<file path="config.mk">
export PLATFORM = sky130hd
export DESIGN_NAME = fetch_stage
export DESIGN_NICKNAME = d
export VERILOG_FILES = /design/src/rtl/extensions_pkg.sv /design/src/rtl/dataflow_pkg.sv /design/src/rtl/fetch_pkg.sv /design/src/rtl/fetch_fifo.sv /design/src/rtl/fetch_stage.sv
export SDC_FILE = /design/constraint.sdc
export NUM_CORES = 1
export LEC_CHECK = 0
export ABC_AREA = 1
export BUFFER_PORTS_ARGS = -buffer_cell sky130_fd_sc_hd__buf_2
export CAP_MARGIN = 10
export CELL_PAD_IN_SITES_DETAIL_PLACEMENT = 1
export CELL_PAD_IN_SITES_GLOBAL_PLACEMENT = 2
export CORE_MARGIN = 1
export CORE_UTILIZATION = 31
export DETAILED_ROUTE_END_ITERATION = 6
export PLACE_DENSITY = 0.81
export SKIP_CTS_REPAIR_TIMING = 1
export SLEW_MARGIN = 40
export SYNTH_ARGS = -nofsm -noshare
export SYNTH_HDL_FRONTEND = slang
export SYNTH_HIERARCHICAL = 1
export SYNTH_SLANG_ARGS = --single-unit
</file>
<file path="constraint.sdc">
create_clock -name clock -period 5.7 [get_ports clock]
set_clock_uncertainty 0.1 [all_clocks]
set_input_delay 1.71 -clock clock [delete_from_list [all_inputs] [get_ports clock]]
set_output_delay 1.71 -clock clock [all_outputs]
set_load 0.03 [all_outputs]
</file>
<file path="src/rtl/extensions_pkg.sv">
// Core-wide extension parameters shared by the pipeline stages.
package extensions_pkg;
    localparam int unsigned DataSize = 32;
endpackage

</file>
<file path="src/rtl/dataflow_pkg.sv">
// Pipeline-register record types passed between stages.
package dataflow_pkg;
    import extensions_pkg::*;

    typedef logic [31:0] instruction_t;

    typedef struct packed {
        logic [DataSize-1:0] pc;
        logic [DataSize-1:0] pc_plus_4;
        instruction_t        inst;
    } if_id_t;
endpackage

</file>
<file path="src/rtl/fetch_pkg.sv">
// Types and constants local to the instruction-fetch stage.
package fetch_pkg;
    import extensions_pkg::*;
    import dataflow_pkg::*;

    typedef enum logic [1:0] {
        Idle,
        Request,
        Discard
    } fetch_state_t;

    typedef struct packed {
        logic [DataSize-1:0] pc;
        instruction_t        inst;
    } fetch_entry_t;

    localparam logic [DataSize-1:0] PcIncrement = DataSize'(4);
endpackage

</file>
<file path="src/rtl/fetch_fifo.sv">
// Synchronous FIFO of fetched {pc, inst} entries with flush; flush wins over push/pop.
module fetch_fifo
    import fetch_pkg::*;
#(
    parameter int unsigned DEPTH = 2,
    localparam int unsigned CntW = $clog2(DEPTH + 1)
) (
    input  logic            clock,
    input  logic            reset,
    input  logic            i_flush,
    input  logic            i_push,
    input  fetch_entry_t    i_push_data,
    input  logic            i_pop,
    output fetch_entry_t    o_head,
    output logic [CntW-1:0] o_count,
    output logic            o_full,
    output logic            o_empty
);
    localparam int unsigned PtrW = (DEPTH > 1) ? $clog2(DEPTH) : 1;

    fetch_entry_t    r_mem [DEPTH];
    logic [PtrW-1:0] r_rd_ptr;
    logic [PtrW-1:0] r_wr_ptr;
    logic [CntW-1:0] r_count;
    logic            w_do_push;
    logic            w_do_pop;

    function automatic logic [PtrW-1:0] ptr_inc(input logic [PtrW-1:0] p);
        return (p == PtrW'(DEPTH - 1)) ? '0 : p + PtrW'(1);
    endfunction

    always_comb begin
        o_full    = (r_count == CntW'(DEPTH));
        o_empty   = (r_count == '0);
        w_do_push = i_push && !i_flush && !o_full;
        w_do_pop  = i_pop && !i_flush && !o_empty;
        o_head    = r_mem[r_rd_ptr];
        o_count   = r_count;
    end

    always_ff @(posedge clock) begin
        if (w_do_push) begin
            r_mem[r_wr_ptr] <= i_push_data;
        end
    end

    always_ff @(posedge clock) begin
        if (!reset || i_flush) begin
            r_rd_ptr <= '0;
            r_wr_ptr <= '0;
            r_count  <= '0;
        end else begin
            if (w_do_push) begin
                r_wr_ptr <= ptr_inc(r_wr_ptr);
            end
            if (w_do_pop) begin
                r_rd_ptr <= ptr_inc(r_rd_ptr);
            end
            r_count <= r_count + CntW'(w_do_push) - CntW'(w_do_pop);
        end
    end
endmodule

</file>
<file path="src/rtl/fetch_stage.sv">
// Instruction fetch: single-outstanding memory requests, buffered responses, redirect flush.
// FETCH_BYPASS_EN: present an ack straight to decode when the buffer is empty and decode is ready.
module fetch_stage
    import extensions_pkg::*;
    import dataflow_pkg::*;
    import fetch_pkg::*;
#(
    parameter logic [DataSize-1:0] RESET_PC   = '0,
    parameter int unsigned         FIFO_DEPTH = 2
) (
    input  logic                clock,
    input  logic                reset,
    output logic                inst_mem_en,
    output logic [DataSize-1:0] inst_mem_addr,
    input  logic                inst_mem_ack,
    input  logic [31:0]         inst_mem_rd_data,
    input  logic                redirect_en,
    input  logic [DataSize-1:0] redirect_pc,
    input  logic                id_ready,
    output logic                if_id_valid,
    output if_id_t              if_id_o
);
    localparam int unsigned         CntW      = $clog2(FIFO_DEPTH + 1);
    localparam logic [CntW-1:0]     FullCount = CntW'(FIFO_DEPTH);
    localparam logic [DataSize-1:0] AlignMask = DataSize'(3);

    fetch_state_t        r_state;
    logic [DataSize-1:0] r_fetch_pc;
    logic [DataSize-1:0] r_mem_addr;
    logic                r_mem_en;

    logic                w_ack;
    logic                w_bypass;
    logic                w_push;
    logic                w_pop;
    logic                w_fifo_valid;
    logic                w_hold_addr;
    logic                w_fifo_full;
    logic                w_fifo_empty;
    logic [CntW-1:0]     w_count;
    logic [CntW-1:0]     w_count_next;
    logic [DataSize-1:0] w_redirect_pc;
    logic [DataSize-1:0] w_pc_next;
    fetch_entry_t        w_head;
    fetch_entry_t        w_push_entry;

    always_comb begin
        w_redirect_pc = redirect_pc & ~AlignMask;
        w_ack         = (r_state == Request) && inst_mem_ack;
`ifdef FETCH_BYPASS_EN
        w_bypass      = w_ack && w_fifo_empty && id_ready && !redirect_en;
`else
        w_bypass      = 1'b0;
`endif
        w_push        = w_ack && !redirect_en && !w_bypass;
        w_fifo_valid  = !w_fifo_empty && !redirect_en;
        w_pop         = w_fifo_valid && id_ready;
        w_count_next  = w_count + CntW'(w_push) - CntW'(w_pop);
        w_push_entry  = '{pc: r_fetch_pc, inst: inst_mem_rd_data};

        w_pc_next = r_fetch_pc;
        if (redirect_en) begin
            w_pc_next = w_redirect_pc;
        end else if (w_ack) begin
            w_pc_next = r_fetch_pc + PcIncrement;
        end

        // The abandoned request keeps its address on the bus until memory acks it.
        w_hold_addr = ((r_state == Request) && redirect_en && !inst_mem_ack)
                   || ((r_state == Discard) && !inst_mem_ack);

        if_id_valid = w_fifo_valid || w_bypass;
        if_id_o     = '0;
        if (w_bypass) begin
            if_id_o.pc        = r_fetch_pc;
            if_id_o.pc_plus_4 = r_fetch_pc + PcIncrement;
            if_id_o.inst      = inst_mem_rd_data;
        end else if (!w_fifo_empty) begin
            if_id_o.pc        = w_head.pc;
            if_id_o.pc_plus_4 = w_head.pc + PcIncrement;
            if_id_o.inst      = w_head.inst;
        end

        inst_mem_en   = r_mem_en;
        inst_mem_addr = r_mem_addr;
    end

    always_ff @(posedge clock) begin
        if (!reset) begin
            r_state    <= Idle;
            r_fetch_pc <= RESET_PC;
            r_mem_en   <= 1'b0;
            r_mem_addr <= RESET_PC;
        end else begin
            r_fetch_pc <= w_pc_next;
            if (!w_hold_addr) begin
                r_mem_addr <= w_pc_next;
            end
            unique case (r_state)
                Idle: begin
                    if (redirect_en || !w_fifo_full) begin
                        r_state  <= Request;
                        r_mem_en <= 1'b1;
                    end
                end
                Request: begin
                    if (redirect_en) begin
                        if (inst_mem_ack) begin
                            r_state  <= Idle;
                            r_mem_en <= 1'b0;
                        end else begin
                            r_state <= Discard;
                        end
                    end else if (inst_mem_ack && !(w_count_next < FullCount)) begin
                        r_state  <= Idle;
                        r_mem_en <= 1'b0;
                    end
                end
                Discard: begin
                    if (inst_mem_ack) begin
                        r_state  <= Idle;
                        r_mem_en <= 1'b0;
                    end
                end
                default: begin
                    r_state  <= Idle;
                    r_mem_en <= 1'b0;
                end
            endcase
        end
    end

    fetch_fifo #(
        .DEPTH (FIFO_DEPTH)
    ) u_fifo (
        .clock       (clock),
        .reset       (reset),
        .i_flush     (redirect_en),
        .i_push      (w_push),
        .i_push_data (w_push_entry),
        .i_pop       (w_pop),
        .o_head      (w_head),
        .o_count     (w_count),
        .o_full      (w_fifo_full),
        .o_empty     (w_fifo_empty)
    );
endmodule

</file>
* Word level (Yosys, flattened, before mapping) *
Memory sizes are Yosys's and may differ from the RTL's. A register that Yosys moved wholly into a read port is not among the register bits.
Cells that the tools add are included.

word-level totals
  register bits = 71
  latch bits = 0
  RAM bits = 128
  ROM bits = 0
  input bits = 69
  output and inout bits = 130
  word-level logic and storage cells = 68
  memories kept = 1

operators by class
  add/subtract/negate cells = 8
  multiply operators = 0
  div/mod/pow operators = 0
  order comparisons = 1
  equality and inequality tests = 6
  shift operators = 0
  muxes and demuxes = 20
  bitwise operators = 0
  reduce and logical (&&, ||, !) cells = 25

memory list
  memory        words  bits a word  rd ports  clocked after memory_dff  wr ports  RTL line          text
  u_fifo.r_mem  2      64           1         1                         1         fetch_fifo.sv:21  fetch_entry_t r_mem [DEPTH];

operators by type and width
  operator                                               number
  two-way mux 96 bit                                     1
  adder 32 x 3 -> 32 bit, second input constant          2
  two-way mux 32 bit                                     2
  logical AND 1 bit                                      12
  two-way mux 1 bit                                      10
  two-way mux 2 bit                                      5
  zero test 1 bit                                        6
  case mux 2 bit (3 select lines)                        1
  adder 2 x 1 -> 2 bit                                   2
  equality test 2 bit, second input constant             2
  zero test 2 bit                                        2
  inequality test 2 bit, second input constant           2
  subtractor 2 x 1 -> 2 bit                              2
  logical OR 1 bit                                       3
  inequality test 3 x 2 -> 1 bit, second input constant  1
  case mux 1 bit (3 select lines)                        1
  AND reduction 3 bit                                    1
  adder 1 bit, second input constant                     2
  equality test 2 x 1 -> 1 bit, second input constant    1
  < comparator 2 bit, second input constant              1
  AND reduction 2 bit                                    1

* Depth between registers and ports, before layout *
  depth in word-level cells = 11
  gate-level depth with buffers = 14
  gate-level depth less buffers = 14

* Hierarchy *
Netlist, hierarchy kept.

modules (own cells, without submodules)
  module       times used  cells an instance  area each (um^2)  sequential area each (um^2)
  fetch_fifo   1           243                5193.7            3943.8
  fetch_stage  1           835                4865.9            1341.3

* Worst setup path after synthesis *
No wires, ideal clock.

  path kind = input-to-reg
  from = input port redirect_en
  to = memory u_fifo/r_mem[0][0] (netlist name) (enable)
  library setup time = 0.486 ns
  data arrival time = 4.945 ns
  data required time = 5.114 ns
  path slack = 0.169 ns
  stages on the path = 6
  buffers on the path = 1
  cells stage by stage = clkbuf_1 -> nor2_1 -> inv_1 -> nor2_1 -> nand2_1 -> nor2_1

between the ends
  word-level cells in the longest chain between the ends = 6

ends and longest elaborated chain
  item                                     RTL line           text
  start, declared                          fetch_stage.sv:17  input logic redirect_en,
  zero test 1 bit                          fetch_stage.sv:55  w_push = w_ack && !redirect_en && !w_bypass;
  logical AND 1 bit                        fetch_stage.sv:55
  net w_push                               fetch_stage.sv:34  logic w_push;
  logical AND 1 bit (2 in a row)           fetch_fifo.sv:35   w_do_push = i_push && !i_flush && !o_full;
  two-way mux 1 bit                        fetch_fifo.sv:42   if (w_do_push) begin
  two-way mux 1 bit (not written as such)  fetch_fifo.sv:43   r_mem[r_wr_ptr] <= i_push_data;
  end, declared                            fetch_fifo.sv:21

The timed path passes the listed nets, and every way through them passes these cells.

==> run metrics <==
part of the cycle the worst path needs 0.869; PwrDens 257 mW/mm^2; GPL Wtd Cong 0.790; TNS Setup 0 ns; Layout Nets 1340; CTS H-tree lvls 4; placed wire-length estimate 20300 um; largest net degree at the start of global routing 52; status finished, final reports clean; core area 0.0317 sq mm; slew at the pin closest to its max-slew limit 0.724 ns; Rows 65; drt drc 0; drt pass-1 iters 5; root buf cell clkbuf_16; clock slew at reported path FFs 0.08 ns; sequential area share after synthesis 0.525; average size of a mapped cell 9.33 sq um; EDFF count, synth 128; IO Pins 199; Cell variety after synth 45; Yosys top cell area share 0.382; Starting Density 0.317; Arr. time, crit path 3.14 ns; hold path endpoint u_fifo/r_mem[0][33]$_DFFE_PP_; Post-synth ARST share 0; DR iter-0 viols 363; Slew Limit Headroom 0.516; hold-critical path depth 0; full die area 0.0332 sq mm; Routed Antenna Nets 0; port bufs 196; RSZ-0062 raised after global routing false; CP Data Required Time 3.89 ns; final setup fails 0; clock sink count 200; Startpoint Class flip-flop; clock buffer count from CTS 17; leakage 5.49 nW; max_cap viols 0; commonest non-fill, non-tap cell in the layout buf_2; Max FO, Critical Path 29; Worst Setup End Kind primary output; max frequency 202 MHz; initial antenna violation count 0; min Tclk post-route 4.95 ns; DIE HEIGHT 182 um; Final Max Tran Viols 0; Hold WS 0.381 ns; worst-case clock buffer depth 2; final hold violations 0; flop-to-flop setup slack 2.74 ns; Worst R2R End r_state[0]$_SDFFE_PN0P_; most area-consuming cells after synthesis edfxtp_1, dfxtp_1, mux2_4; Area Growth Syn to Fin 19.7%; wire per inst 15.7 um; Syn Inst Count 1078; ys flop type edfxtp_1; CTS tree built; ANT cells 0; synthesized area 0.0101 sq mm; Post-Route WL 26400 um; Mapped Nets 1152; aggregate global-route resource usage 0.164; grt ovf 0; #FFs+latches synth 200; share of cells above drive strength 1 0.263; reg2reg start u_fifo/o_count[1]$_SDFF_PP0_; cells on worst reg2reg path 12; min-delay worst type flip-flop to flip-flop; Synth warnings 6; hold wc startpoint r_fetch_pc[1]$_SDFF_PN0_; Die Wd 182 um; worst setup path class flip-flop to primary output; clk_lat worst skew 0.44 ns; routed vias/inst 4.60; leading area contributor after synthesis edfxtp_1; commonest cells after routing, fill and taps aside buf_2, nand2_1, inv_1; first-pass GRT wire length 42100 um; worst vdd ir 0.000190 V; vias in the first global route 7761; Vias 7734
[critical path, stage by stage, from the launching register on]
cell and delay (ns):
dfxtp_4 0.70, buf_4 0.34, mux2_4 0.24, nand2_1 0.07, nor3_1 0.25, nand2_1 0.12
nor2_1 0.18, nand2_1 0.11, nor2_1 0.14, nand3_1 0.09, a21oi_1 0.22, buf_2 0.25
[flip-flops by register name, summed over array words and instances, names as in the netlist, named ones only]
| name | count |
|---|---|
| inst_mem_addr | 32 |
| inst_mem_en | 1 |
| r_fetch_pc | 32 |
| r_state | 2 |
| u_fifo/o_count | 2 |
| u_fifo/r_mem | 128 |
| u_fifo/r_rd_ptr | 1 |
| u_fifo/r_wr_ptr | 1 |
[kinds of logic (layout without fill, tap and decap cells)]
| logic type | count (synthesis) | after routing | share of synthesized area |
|---|---|---|---|
| compound gates | 96 | 96 | 0.0531 |
| simple gates | 492 | 492 | 0.220 |
| fa+ha+maj | 5 | 5 | 0.00622 |
| flops | 200 | 200 | 0.525 |
| buf+inv | 207 | 408 | 0.0896 |
| mux | 64 | 64 | 0.0940 |
| xor+xnor | 14 | 14 | 0.0122 |
[per-layer routing]
layer  wire, um  track usage
met1      13300        0.229
met2      11900        0.259
met3        967       0.0273
met4        303       0.0474
met5          0            0
[report_power, final]
| part | internal, mW | switching, mW |
|---|---|---|
| registers | 1.58 | 0.0375 |
| logic | 0.0855 | 0.165 |
| clock network | 0.603 | 0.620 |
| total | 2.27 | 0.822 |
[metrics by stage]
stage	setup slack, ns	power [mW]	std cells	util	area [sq um]
after floorplan	0.169	1.80	1078	-	10100
after global placement	1.25	1.89	1648	0.359	11400
after detailed placement	1.20	1.90	1648	0.359	11400
after CTS	0.706	3.13	1680	0.379	12000
after global routing	0.439	3.21	1681	0.380	12000
final	0.748	3.09	1681	0.380	12000
[worst max path at each step]
| stage | from | to | cells after the start |
|---|---|---|---|
| floorplan | redirect_en | u_fifo/r_mem[0][0]$_DFFE_PP_ | 6 |
| CTS | flip-flop | if_id_o[58] | 11 |
| global route | flip-flop | if_id_o[58] | 11 |
| finish | flip-flop | if_id_o[58] | 11 |
| global placement | flip-flop | if_id_o[58] | 11 |
| detailed placement | flip-flop | if_id_o[58] | 11 |
[cells in the mapped netlist, types with 2 or more instances]
cell      number
a21oi_1       41
a31oi_1        5
buf_12         6
buf_2          7
buf_4          2
clkbuf_1      22
dfxtp_1       72
edfxtp_1     128
ha_1           5
inv_1        167
mux2_2         4
mux2_4        60
nand2_1      169
nand3_1       96
nand3_2        2
nand4_1       12
nor2_1       152
nor2_2         6
nor2_4         6
nor3_1        22
nor3b_1        3
nor4_1         3
o211ai_1       4
o21ai_0       31
o21bai_1      10
or2_0          3
or2_1          4
or2_2          7
xnor2_1        5
xor2_1         9
[cell type report]
cell class	count	area [sq um]
flip-flops and latches	200	5290
clock inverters	15	191
repair buffers	207	1100
well taps	402	503
fillers	3715	19700
multi-input cells	671	3900
inverters	169	637
clock buffers	17	425
Power figures use the tool's default switching activity.
